===== config.mk =====
export PLATFORM = sky130hd
export DESIGN_NAME = mem_access_unit
export DESIGN_NICKNAME = d
export VERILOG_FILES = /design/src/rtl/mem_access_unit.sv
export SDC_FILE = /design/constraint.sdc
export NUM_CORES = 1
export LEC_CHECK = 0
export BUFFER_PORTS_ARGS = -buffer_cell sky130_fd_sc_hd__buf_2
export CORE_MARGIN = 2
export CORE_UTILIZATION = 40
export CTS_CLUSTER_DIAMETER = 40
export DETAILED_ROUTE_END_ITERATION = 8
export GPL_TIMING_DRIVEN = 0
export PLACE_DENSITY = 0.68
export SLEW_MARGIN = 20
export SYNTH_ARGS = -nofsm -noshare
export SYNTH_HDL_FRONTEND = slang
export SYNTH_SLANG_ARGS = --single-unit

===== constraint.sdc =====
create_clock -name clk -period 5.1 [get_ports clk]
set_clock_uncertainty 0.1 [all_clocks]
set_input_delay 1.02 -clock clk [delete_from_list [all_inputs] [get_ports clk]]
set_output_delay 1.02 -clock clk [all_outputs]
set_load 0.05 [all_outputs]

===== src/rtl/mem_access_unit.sv =====
// Load/store sequencer between the multicycle CPU control path and a
// word-wide data memory. Byte/halfword stores become read-modify-write,
// byte/halfword loads are lane-selected and zero/sign-extended.
//
// Handshake: req is sampled only while idle (busy=0). Once accepted, the
// request fields are latched and may change freely; busy stays high up to
// and including the single cycle in which done pulses. rdata/err are valid
// while done=1 and hold until the next accepted request. Requests seen while
// busy (including the done cycle) are dropped, not queued.
//
// All memory-side controls (rena, wena, addr, wdata) come straight from
// flops so the level-sensitive write enable never glitches.
module mem_access_unit #(
  parameter int ADDR_W = 11,
  parameter int DATA_W = 32
) (
  input  logic              clk,
  input  logic              rst_n,
  input  logic              req,
  input  logic              is_store,
  input  logic [1:0]        size,
  input  logic              is_unsigned,
  input  logic [31:0]       addr,
  input  logic [DATA_W-1:0] wdata,
  output logic              busy,
  output logic              done,
  output logic [DATA_W-1:0] rdata,
  output logic              err,
  output logic              dmem_rena,
  output logic              dmem_wena,
  output logic [ADDR_W-1:0] dmem_addr,
  output logic [DATA_W-1:0] dmem_wdata,
  input  logic [DATA_W-1:0] dmem_rdata
);

  typedef enum logic [1:0] {
    ST_IDLE = 2'd0,
    ST_RD   = 2'd1,
    ST_WR   = 2'd2,
    ST_DONE = 2'd3
  } state_t;

  localparam logic [1:0] SZ_BYTE = 2'b00;
  localparam logic [1:0] SZ_HALF = 2'b01;
  localparam logic [1:0] SZ_WORD = 2'b10;

  state_t state;
  state_t state_nxt;

  // Request fields captured at acceptance.
  logic        lat_store;
  logic [1:0]  lat_size;
  logic        lat_unsigned;
  logic [1:0]  lat_lo;
  logic [15:0] lat_wdata;

  // Decode of the incoming request (only meaningful in IDLE with req=1).
  logic acc_bad;
  logic acc_needs_read;

  // Lane selection on the word returned by memory during RD.
  logic [7:0]        byte_sel;
  logic [15:0]       half_sel;
  logic [DATA_W-1:0] load_val;
  logic [DATA_W-1:0] merged;

  // Address bits above the memory depth alias and are intentionally dropped.
  logic unused_addr_hi;
  assign unused_addr_hi = ^addr[31:ADDR_W+2];

  // Classify the request: illegal size/alignment, or whether a read is needed.
  always_comb begin
    acc_bad = 1'b0;
    if (size == 2'b11) begin
      acc_bad = 1'b1;
    end else if ((size == SZ_HALF) && addr[0]) begin
      acc_bad = 1'b1;
    end else if ((size == SZ_WORD) && (addr[1:0] != 2'b00)) begin
      acc_bad = 1'b1;
    end
    acc_needs_read = !is_store || (size != SZ_WORD);
  end

  // Extract the addressed lane for loads and build the merged word for RMW.
  always_comb begin
    byte_sel = dmem_rdata[{lat_lo, 3'b000} +: 8];
    half_sel = dmem_rdata[{lat_lo[1], 4'b0000} +: 16];
    case (lat_size)
      SZ_BYTE: load_val = {{(DATA_W-8){~lat_unsigned & byte_sel[7]}}, byte_sel};
      SZ_HALF: load_val = {{(DATA_W-16){~lat_unsigned & half_sel[15]}}, half_sel};
      default: load_val = dmem_rdata;
    endcase
    merged = dmem_rdata;
    if (lat_size == SZ_BYTE) begin
      merged[{lat_lo, 3'b000} +: 8] = lat_wdata[7:0];
    end else begin
      merged[{lat_lo[1], 4'b0000} +: 16] = lat_wdata[15:0];
    end
  end

  // State register.
  always_ff @(posedge clk or negedge rst_n) begin
    if (!rst_n) begin
      state <= ST_IDLE;
    end else begin
      state <= state_nxt;
    end
  end

  // Next-state logic.
  always_comb begin
    state_nxt = state;
    case (state)
      ST_IDLE: begin
        if (req) begin
          if (acc_bad) begin
            state_nxt = ST_DONE;
          end else if (acc_needs_read) begin
            state_nxt = ST_RD;
          end else begin
            state_nxt = ST_WR;
          end
        end
      end
      ST_RD:   state_nxt = lat_store ? ST_WR : ST_DONE;
      ST_WR:   state_nxt = ST_DONE;
      ST_DONE: state_nxt = ST_IDLE;
      default: state_nxt = ST_IDLE;
    endcase
  end

  // Registered outputs, request latches and memory controls.
  always_ff @(posedge clk or negedge rst_n) begin
    if (!rst_n) begin
      busy         <= 1'b0;
      done         <= 1'b0;
      rdata        <= '0;
      err          <= 1'b0;
      dmem_rena    <= 1'b0;
      dmem_wena    <= 1'b0;
      dmem_addr    <= '0;
      dmem_wdata   <= '0;
      lat_store    <= 1'b0;
      lat_size     <= 2'b00;
      lat_unsigned <= 1'b0;
      lat_lo       <= 2'b00;
      lat_wdata    <= '0;
    end else begin
      case (state)
        ST_IDLE: begin
          if (req) begin
            busy         <= 1'b1;
            dmem_addr    <= addr[ADDR_W+1:2];
            rdata        <= '0;
            err          <= acc_bad;
            lat_store    <= is_store;
            lat_size     <= size;
            lat_unsigned <= is_unsigned;
            lat_lo       <= addr[1:0];
            lat_wdata    <= wdata[15:0];
            if (acc_bad) begin
              done <= 1'b1;
            end else if (acc_needs_read) begin
              dmem_rena <= 1'b1;
            end else begin
              dmem_wdata <= wdata;
              dmem_wena  <= 1'b1;
            end
          end
        end
        ST_RD: begin
          dmem_rena <= 1'b0;
          if (lat_store) begin
            dmem_wdata <= merged;
            dmem_wena  <= 1'b1;
          end else begin
            rdata <= load_val;
            done  <= 1'b1;
          end
        end
        ST_WR: begin
          dmem_wena <= 1'b0;
          done      <= 1'b1;
        end
        ST_DONE: begin
          done <= 1'b0;
          busy <= 1'b0;
        end
        default: begin
          done <= 1'b0;
          busy <= 1'b0;
        end
      endcase
    end
  end

endmodule

==> run summary, run 1 <==
clock sinks: 104
crit start category: flop
Total Routing Usage GR: 24.8%
H-tree level count: 3
FF-to-FF Start: lat_lo[1]$_DFFE_PN0P_
first-pass GRT wire length: 30.6 mm
cells on worst reg2reg path: 10
number of global-route vias before repair: 5361
Buffers on Ports: 162
max-cap viol count: 0
reg2reg setup slack: 1.43 ns
slew of the pin with the lowest slew margin: 0.777 ns
Hold Path Origin: err$_DFFE_PN0P_
Layout area overhead: 22.9%
# IOs: 183
hold depth: 2
worst hold endpoint: err$_DFFE_PN0P_
antenna cell count: 0
CP Class: flop to flop
Post-Layout Cell Count: 905
Yosys cell types: 47
Mapped Cells: 542
status: complete, no violations
post-DR wirelength/cell: 21.8 µm
LEAKAGE: 3.27 nW
Critical Path End Type: flop
Yosys reg bits: 104
yosys warns: 0
Setup Viol. Count Final: 0
RSZ-0062 raised after global routing: no
Hold Buf Count CTS: 0
PostCTS Resize Cnt: 0
Slew HR: 47.5%
DIE WIDTH: 126 µm
GPL Wtd Cong: 0.968
DR vias: 5405
Yosys top cell area share: 43.5%
largest net degree at the start of global routing: 69
post-synthesis sequential area ratio: 43.5%
CTS tree: built
CP max FO: 10
# rows: 44
Die Y: 126 µm
Detailed Routing Iterations Pass 1: 5
layout cells sized above 1: 44.1%
post-route ant nets: 0
syn nets: 654
Worst Hold Class: flop to flop
Critical R2R Capture: dmem_wdata[14]$_DFFE_PN0P_
DP Cell Count: 889
mapped cell area: 0.00598 mm²
Max clock buf depth: 2
die area: 0.0159 mm²
pwr/cell area: 807 mW/mm²
Worst VDD drop: 0.417 mV
remaining global-route overflow: 0
final WL: 19.8 mm
Post-synth EDFFs: 0
setup TNS: 0 ns
clock root cell: clkbuf_16
Fmax: 273 MHz
period utilization: 72.0%
Clk pin slew, worst setup/hold paths: 0.08 ns
Worst Path Required: 5.30 ns
initial antenna violation count: 0
fillers: 1337
largest area contributor in the netlist: dfrtp_1
Core Region: 0.0146 mm²
Layout Nets: 828
Pins Over Slew Limit: 0
Async S/R FF share, synth: 100%
DP Wirelength: 15.2 mm
Worst EP arrival: 3.87 ns
vias per cell: 5.97
Clock Latency Late Sink: 0.36 ns
Final Hold Fails: 0
drc violations: 0
initial core utilization: 41.0%
Post-CTS Setup Bufs: 0
ranking of synthesized cells by area: dfrtp_1, mux2_2, nand2b_1
initial drt markers: 381
CTS Buf Count: 9
top_reg_cell synth: dfrtp_1
mean post-synth cell area: 11.0 µm²
Tmin final: 3.67 ns
sequential cells by signal, summed over array words and instances (netlist names), 2 cells and up:
register    flops
dmem_wdata     32
rdata          32
lat_wdata      16
dmem_addr      11
lat_lo          2
lat_size        2
state           2
per-stage QoR:
stage	util, %	worst slack, ns	hold WS, ns	total power [mW]	instance area [µm²]
floorplan	-	2.46	0.392	4.30	5980
global placement	48.1	1.59	0.364	5.13	7020
detailed placement	48.4	1.58	0.362	5.21	7060
CTS	50.4	1.53	0.376	5.92	7350
global route	50.4	1.25	0.403	6.26	7350
finish	50.4	1.43	0.374	5.93	7350
cells in the final DEF (no fill, tap or decap), drive strengths merged, types with 2 or more instances in the layout:
cell	n
a211oi	2
a21oi	13
a221o	17
a22o	2
a22oi	7
a31oi	33
a32o	8
buf	183
clkbuf	36
clkinv	3
dfrtp	104
ha	9
inv	8
mux2	107
mux2i	6
nand2	21
nand2b	48
nand3b	2
nand4	25
nor2	4
nor2b	6
nor3	5
nor3b	2
o211ai	2
o21ai	23
o22ai	32
o31ai	2
Yosys cell counts, drive strengths merged, types with 2 or more instances:
cell      n
inv       7
mux2    107
o211ai    2
nand3b    2
nand2    21
dfrtp   104
o22ai    32
a21oi    13
a22o      2
buf      20
clkbuf   24
nand4    25
nor2      4
a31oi    33
ha        9
nor2b     6
o21ai    23
a22oi     7
nor3b     2
a211oi    2
o31ai     2
nor3      5
a32o      8
nand2b   48
mux2i     6
a221o    17
cell type report:
cell class / instances / area, µm² / share of cell area, %
sequential: 104 / 2600 / 35.4
clock inverter: 4 / 26.3 / 0.358
buffer: 44 / 206 / 2.81
inverter: 8 / 30.0 / 0.409
tap: 184 / 230 / 3.13
clock buffer: 12 / 267 / 3.63
multi-input combinational: 386 / 3140 / 42.8
timing repair buffer: 163 / 845 / 11.5
worst max-delay path, stage by stage, from the launching register on:
cell and delay, ns:
dfrtp_1 0.48, buf_2 0.30, buf_1 0.46, inv_1 0.28
ha_1 0.26, clkbuf_1 0.23, nor3b_2 0.47, clkbuf_1 0.40
nand4_1 0.15, a31oi_1 0.29, mux2_2 0.21
per-layer routing:
metal	track usage (%)	share of wire (%)	wire, µm
met5	0	0	0
met4	7.69	2.3	453
met3	5.27	7.1	1400
met2	39.6	47	9330
met1	34.0	43	8580
cells by family (layout without fill, tap and decap cells):
logic type | after synthesis | in the layout | synth area share, %
compound gates | 145 | 145 | 17.4
simple gates | 119 | 119 | 12.1
fa+ha+maj | 9 | 9 | 1.88
flops | 104 | 104 | 43.5
buf+inv | 52 | 231 | 3.95
mux | 113 | 113 | 21.1
power breakdown:
group	switching [mW]	internal, mW
clock network	0.323	0.372
registers	0.307	1.22
logic	2.38	1.32
total	3.01	2.92
worst max path at each step:
stage / start / end / slack [ns] / cells past startpoint
6_report: lat_lo[1]$_DFFE_PN0P_ / dmem_wdata[14]$_DFFE_PN0P_ / 1.43 / 10
3_5_place_dp: lat_lo[1]$_DFFE_PN0P_ / dmem_wdata[14]$_DFFE_PN0P_ / 1.58 / 10
5_1_grt: lat_lo[1]$_DFFE_PN0P_ / dmem_wdata[15]$_DFFE_PN0P_ / 1.25 / 10
2_1_floorplan: lat_lo[0]$_DFFE_PN0P_ / dmem_wdata[14]$_DFFE_PN0P_ / 2.46 / 9
4_1_cts: lat_lo[1]$_DFFE_PN0P_ / dmem_wdata[14]$_DFFE_PN0P_ / 1.53 / 10
3_3_place_gp: lat_lo[1]$_DFFE_PN0P_ / dmem_wdata[14]$_DFFE_PN0P_ / 1.59 / 10
No activity file was read; power rests on OpenSTA's default activity.
==> run 2: changes to the inputs <==
--- a/config.mk
+++ b/config.mk
@@ -11,7 +11,7 @@
 export CTS_CLUSTER_DIAMETER = 40
 export DETAILED_ROUTE_END_ITERATION = 8
 export GPL_TIMING_DRIVEN = 0
-export PLACE_DENSITY = 0.68
+export PLACE_DENSITY = 0.7
 export SLEW_MARGIN = 20
 export SYNTH_ARGS = -nofsm -noshare
 export SYNTH_HDL_FRONTEND = slang
==> constraint.sdc (replaced) <==
create_clock -name clk -period 3.1 [get_ports clk]
set_clock_uncertainty 0.1 [all_clocks]
set_input_delay 0.62 -clock clk [delete_from_list [all_inputs] [get_ports clk]]
set_output_delay 0.62 -clock clk [all_outputs]
set_load 0.05 [all_outputs]
==> run summary, run 2 (synthesis gave the netlist of run 1 again) <==
Layout area overhead: 23.5%
final WL: 19.8 mm
Hold Buf Count CTS: 0
initial core utilization: 41.0%
Critical Path End Type: flop
Regs by FF count: dmem_wdata (32), rdata (32), lat_wdata (16)
DP Wirelength: 15.3 mm
DP Cell Count: 889
first-pass GRT wire length: 30.4 mm
Fmax: 348 MHz
drc violations: 0
Switching Share: 50.4%
post-route core utilization: 50.6%
post-DR wirelength/cell: 21.8 µm
post-route ant nets: 0
H-tree level count: 3
Clock Latency Late Sink: 0.36 ns
slew of the pin with the lowest slew margin: 0.755 ns
# IOs: 183
clock sinks: 104
Clk pin slew, worst setup/hold paths: 0.07 ns
Buffers on Ports: 162
cells on worst reg2reg path: 9
vias per cell: 5.86
Detailed Routing Iterations Pass 1: 5
Hold WS: 0.0556 ns
Tmin final: 2.87 ns
Clock power frac: 12.2%
die area: 0.0159 mm²
Worst VDD drop: 0.736 mV
initial antenna violation count: 0
CP Class: flop to flop
LEAKAGE: 3.29 nW
commonest cells after routing, fill and taps aside: buf_2, mux2_2, dfrtp_1, nand2b_1, a31oi_1
met3 usage: 5.53%
pwr/cell area: 1340 mW/mm²
GPL Wtd Cong: 0.958
Max clock buf depth: 2
Design Area, Final: 0.00739 mm²
Die Y: 126 µm
layout cells sized above 1: 44.6%
Worst EP arrival: 3.08 ns
Pins Over Slew Limit: 0
Setup Viol. Count Final: 0
RSZ-0062 raised after global routing: no
CTS Buf Count: 9
Final Hold Fails: 0
largest net degree at the start of global routing: 69
Slew HR: 49.0%
Total Routing Usage GR: 24.7%
Sw Pwr: 4.98 mW
Top Usage Layer GRT: met2
Seq pwr share: 25.5%
Critical R2R Capture: dmem_wdata[14]$_DFFE_PN0P_
Core Region: 0.0146 mm²
number of global-route vias before repair: 5272
reg2reg setup slack: 0.23 ns
antenna cell count: 0
# rows: 44
remaining global-route overflow: 0
clock root cell: clkbuf_16
met1 Usage GRT: 34.4%
Layout Nets: 829
max-cap viol count: 0
CP max FO: 11
status: complete, no violations
Worst Hold Class: input pin to async pin
CTS tree: built
FF-to-FF Start: lat_lo[0]$_DFFE_PN0P_
DIE WIDTH: 126 µm
period utilization: 92.6%
DR vias: 5312
placed instance area: 0.00706 mm²
combinational fraction of design power: 62.3%
Int Power: 4.89 mW
GR met2 Demand/Resource: 38.4%
Post-Layout Cell Count: 906
Worst Path Required: 3.30 ns
crit start category: flop
commonest non-fill, non-tap cell in the layout: buf_2
initial drt markers: 361
-- run 2: area by class of cell --
class / count / area [µm²]
clock inverter: 5 / 65.1
tap: 184 / 230
clock buffer: 11 / 243
inverter: 8 / 31.3
fill: 1350 / 7200
buffer: 43 / 208
sequential: 104 / 2600
multi-input combinational: 386 / 3150
timing repair buffer: 165 / 860
-- run 2: critical path, stage by stage, from the launching register on --
cell      delay [ns]
dfrtp_1         0.53
clkbuf_2        0.30
clkinv_2        0.21
ha_1            0.26
clkbuf_1        0.26
nor3b_4         0.33
clkbuf_2        0.27
nand4_1         0.12
a31oi_1         0.24
mux2_2          0.19
-- run 2: repair_timing --
action | in CTS | in global routing
pin swaps | 0 | 1
resized for setup | 3 | 3
setup buffers | 0 | 2
endpoints found under the setup margin | 24 | 10
cloned | 0 | 0
-- run 2: worst max-delay path by stage --
stage                     startpoint                          to  slack, ns  cells after the start
2_1_floorplan  lat_lo[0]$_DFFE_PN0P_  dmem_wdata[14]$_DFFE_PN0P_       0.46                      9
5_1_grt        lat_lo[0]$_DFFE_PN0P_  dmem_wdata[15]$_DFFE_PN0P_      0.002                      9
4_1_cts        lat_lo[0]$_DFFE_PN0P_  dmem_wdata[14]$_DFFE_PN0P_       0.05                      9
3_5_place_dp   lat_lo[1]$_DFFE_PN0P_  dmem_wdata[14]$_DFFE_PN0P_      -0.40                     10
6_report       lat_lo[0]$_DFFE_PN0P_  dmem_wdata[14]$_DFFE_PN0P_       0.23                      9
3_3_place_gp   lat_lo[1]$_DFFE_PN0P_  dmem_wdata[14]$_DFFE_PN0P_      -0.34                     10
-- run 2: per-stage QoR --
stage / total power, mW / TNS, ns / worst slack [ns]
2_1_floorplan: 7.07 / 0 / 0.462
3_3_place_gp: 8.46 / -2.79 / -0.342
3_5_place_dp: 8.59 / -3.78 / -0.404
4_1_cts: 9.83 / 0 / 0.0517
5_1_grt: 10.4 / 0 / 0.00215
6_report: 9.87 / 0 / 0.228
-- run 2: per-layer routing --
| metal | part of all wire (%) | wire [µm] |
|---|---|---|
| met1 | 45 | 8880 |
| met2 | 46 | 9120 |
| met3 | 6.1 | 1210 |
| met4 | 2.9 | 580 |
| met5 | 0 | 0 |
-- run 2: power groups by stage --
stage,combinational (mW),clock [mW],sequential (mW)
CTS,6.07,1.24,2.51
detailed placement,6.06,0,2.54
global placement,5.96,0,2.50
floorplan,3.03,0,4.04
global route,6.53,1.28,2.60
finish,6.14,1.21,2.52
==> run 3: changes to the inputs <==
--- a/config.mk
+++ b/config.mk
@@ -6,6 +6,7 @@
 export NUM_CORES = 1
 export LEC_CHECK = 0
 export BUFFER_PORTS_ARGS = -buffer_cell sky130_fd_sc_hd__buf_2
+export CORE_ASPECT_RATIO = 1.75
 export CORE_MARGIN = 2
 export CORE_UTILIZATION = 40
 export CTS_CLUSTER_DIAMETER = 40
==> run summary, run 3 (synthesis gave the netlist of run 1 again) <==
post-route ant nets: 0
placed instance area: 0.00706 mm²
Buffers on Ports: 162
status: complete, no violations
Total Routing Usage GR: 25.6%
commonest cells after routing, fill and taps aside: buf_2, mux2_2, dfrtp_1, nand2b_1, a31oi_1
Design Area, Final: 0.00737 mm²
largest net degree at the start of global routing: 65
initial core utilization: 40.5%
Detailed Routing Iterations Pass 1: 5
H-tree level count: 3
reg2reg setup slack: 0.16 ns
commonest non-fill, non-tap cell in the layout: buf_2
LEAKAGE: 3.28 nW
initial antenna violation count: 1
Worst Path Required: 3.29 ns
GPL Wtd Cong: 0.931
slew of the pin with the lowest slew margin: 0.780 ns
pwr/cell area: 1340 mW/mm²
Seq pwr share: 25.8%
Final Hold Fails: 0
DP Cell Count: 888
setup ws final: 0.158 ns
Die Y: 166 µm
Tmin final: 2.94 ns
period utilization: 94.9%
dpl ws: -0.463 ns
cells on worst reg2reg path: 9
remaining global-route overflow: 0
number of global-route vias before repair: 5565
Int Power: 4.85 mW
Clock Latency Late Sink: 0.36 ns
total power: 9.86 mW
first-pass GRT wire length: 30.8 mm
max-cap viol count: 0
DIE WIDTH: 96.4 µm
clock sinks: 104
Max clock buf depth: 2
Sw Pwr: 5.01 mW
Fmax: 340 MHz
Worst VDD drop: 0.808 mV
Critical Path End Type: flop
drc violations: 0
Setup Viol. Count Final: 0
Layout Nets: 827
combinational fraction of design power: 62.1%
DP Wirelength: 16.0 mm
RSZ-0062 raised after global routing: no
antenna cell count: 0
CP Class: flop to flop
Pins Over Slew Limit: 0
fillers: 1410
CP max FO: 11
clock root cell: clkbuf_16
Regs by FF count: dmem_wdata (32), rdata (32), lat_wdata (16)
Critical R2R Capture: dmem_wdata[14]$_DFFE_PN0P_
crit start category: flop
layout cells sized above 1: 44.6%
FF-to-FF Start: lat_lo[0]$_DFFE_PN0P_
Layout area overhead: 23.2%
# IOs: 183
Clk pin slew, worst setup/hold paths: 0.07 ns
CP startpoint: lat_lo[0]$_DFFE_PN0P_
die area: 0.0160 mm²
final WL: 20.1 mm
CTS tree: built
# rows: 59
vias per cell: 5.86
Core Region: 0.0148 mm²
CTS Buf Count: 9
Post-Layout Cell Count: 902
Worst EP arrival: 3.14 ns
post-DR wirelength/cell: 22.3 µm
Slew HR: 47.3%
initial drt markers: 314
DR vias: 5289
Switching Share: 50.8%
Clock power frac: 12.2%
Hold Buf Count CTS: 0
Critical Path Sink: dmem_wdata[14]$_DFFE_PN0P_
Worst Hold Class: input pin to async pin
==> run 3: changes by cell type in the layout (fill, tap and decap cells not counted) <==
cell        change
dfrtp_1         -1
dfrtp_2         +1
buf_4           -2
inv_8           +1
clkbuf_1        -1
inv_6           +1
clkinvlp_4      -1
clkbuf_8        -1
==> run 3: power by group through the flow <==
stage / Combinational [mW] / Clock (mW) / Sequential, mW
2_1_floorplan: 3.03 / 0 / 4.04
3_3_place_gp: 5.96 / 0 / 2.51
3_5_place_dp: 6.08 / 0 / 2.55
4_1_cts: 6.10 / 1.21 / 2.53
5_1_grt: 6.49 / 1.28 / 2.62
6_report: 6.12 / 1.20 / 2.54
==> run 3: area by class of cell <==
type | count | area, µm² | share of cell area (%)
clock buffer | 9 | 225 | 3.06
sequential | 104 | 2600 | 35.3
clock inverter | 6 | 77.6 | 1.05
multi-input combinational | 386 | 3150 | 42.7
inverter | 8 | 31.3 | 0.425
timing repair buffer | 163 | 845 | 11.5
tap | 183 | 229 | 3.11
buffer | 43 | 208 | 2.82
==> run 3: worst min-delay path by stage <==
stage | slack, ns | start | to
after floorplan | 0.22 | rst_n | busy$_DFFE_PN0P_
after global routing | 0.09 | rst_n | rdata[8]$_DFFE_PN0P_
after CTS | 0.08 | rst_n | rdata[8]$_DFFE_PN0P_
final | 0.06 | rst_n | rdata[8]$_DFFE_PN0P_
after global placement | 0.36 | err$_DFFE_PN0P_ | err$_DFFE_PN0P_
after detailed placement | 0.38 | dmem_wdata[9]$_DFFE_PN0P_ | dmem_wdata[9]$_DFFE_PN0P_
==> run 3: through the flow <==
| stage | setup TNS, ns | hold WS [ns] | utilization (%) |
|---|---|---|---|
| 3_5_place_dp | -3.50 | 0.379 | 47.8 |
| 2_1_floorplan | 0 | 0.224 | - |
| 6_report | 0 | 0.0563 | 49.9 |
| 3_3_place_gp | -3.67 | 0.365 | 47.6 |
| 4_1_cts | 0 | 0.0779 | 49.9 |
| 5_1_grt | 0 | 0.0872 | 49.9 |
==> run 3: layer usage <==
layer,share of wire (%),GRT usage (%),vias to the layer above
met5,0,0,-
met4,5.7,13.8,0
met3,5.9,4.72,63
met2,53,45.3,242
met1,36,28.0,2572
li1,-,-,2412
==> run 3: what timing repair did <==
action | CTS | global route
gates resized for setup | 4 | 2
gates cloned | 0 | 0
setup endpoints to repair | 18 | 10
setup buffers | 0 | 0
pin swaps | 0 | 0
==> run 3: worst max-delay path: stages (launching register included) <==
cell and delay, ns:
dfrtp_2 0.48, clkbuf_2 0.26, clkinv_2 0.20, ha_1 0.26
clkbuf_1 0.24, nor3b_4 0.39, clkbuf_2 0.29, nand4_1 0.13
a31oi_1 0.31, mux2_2 0.21
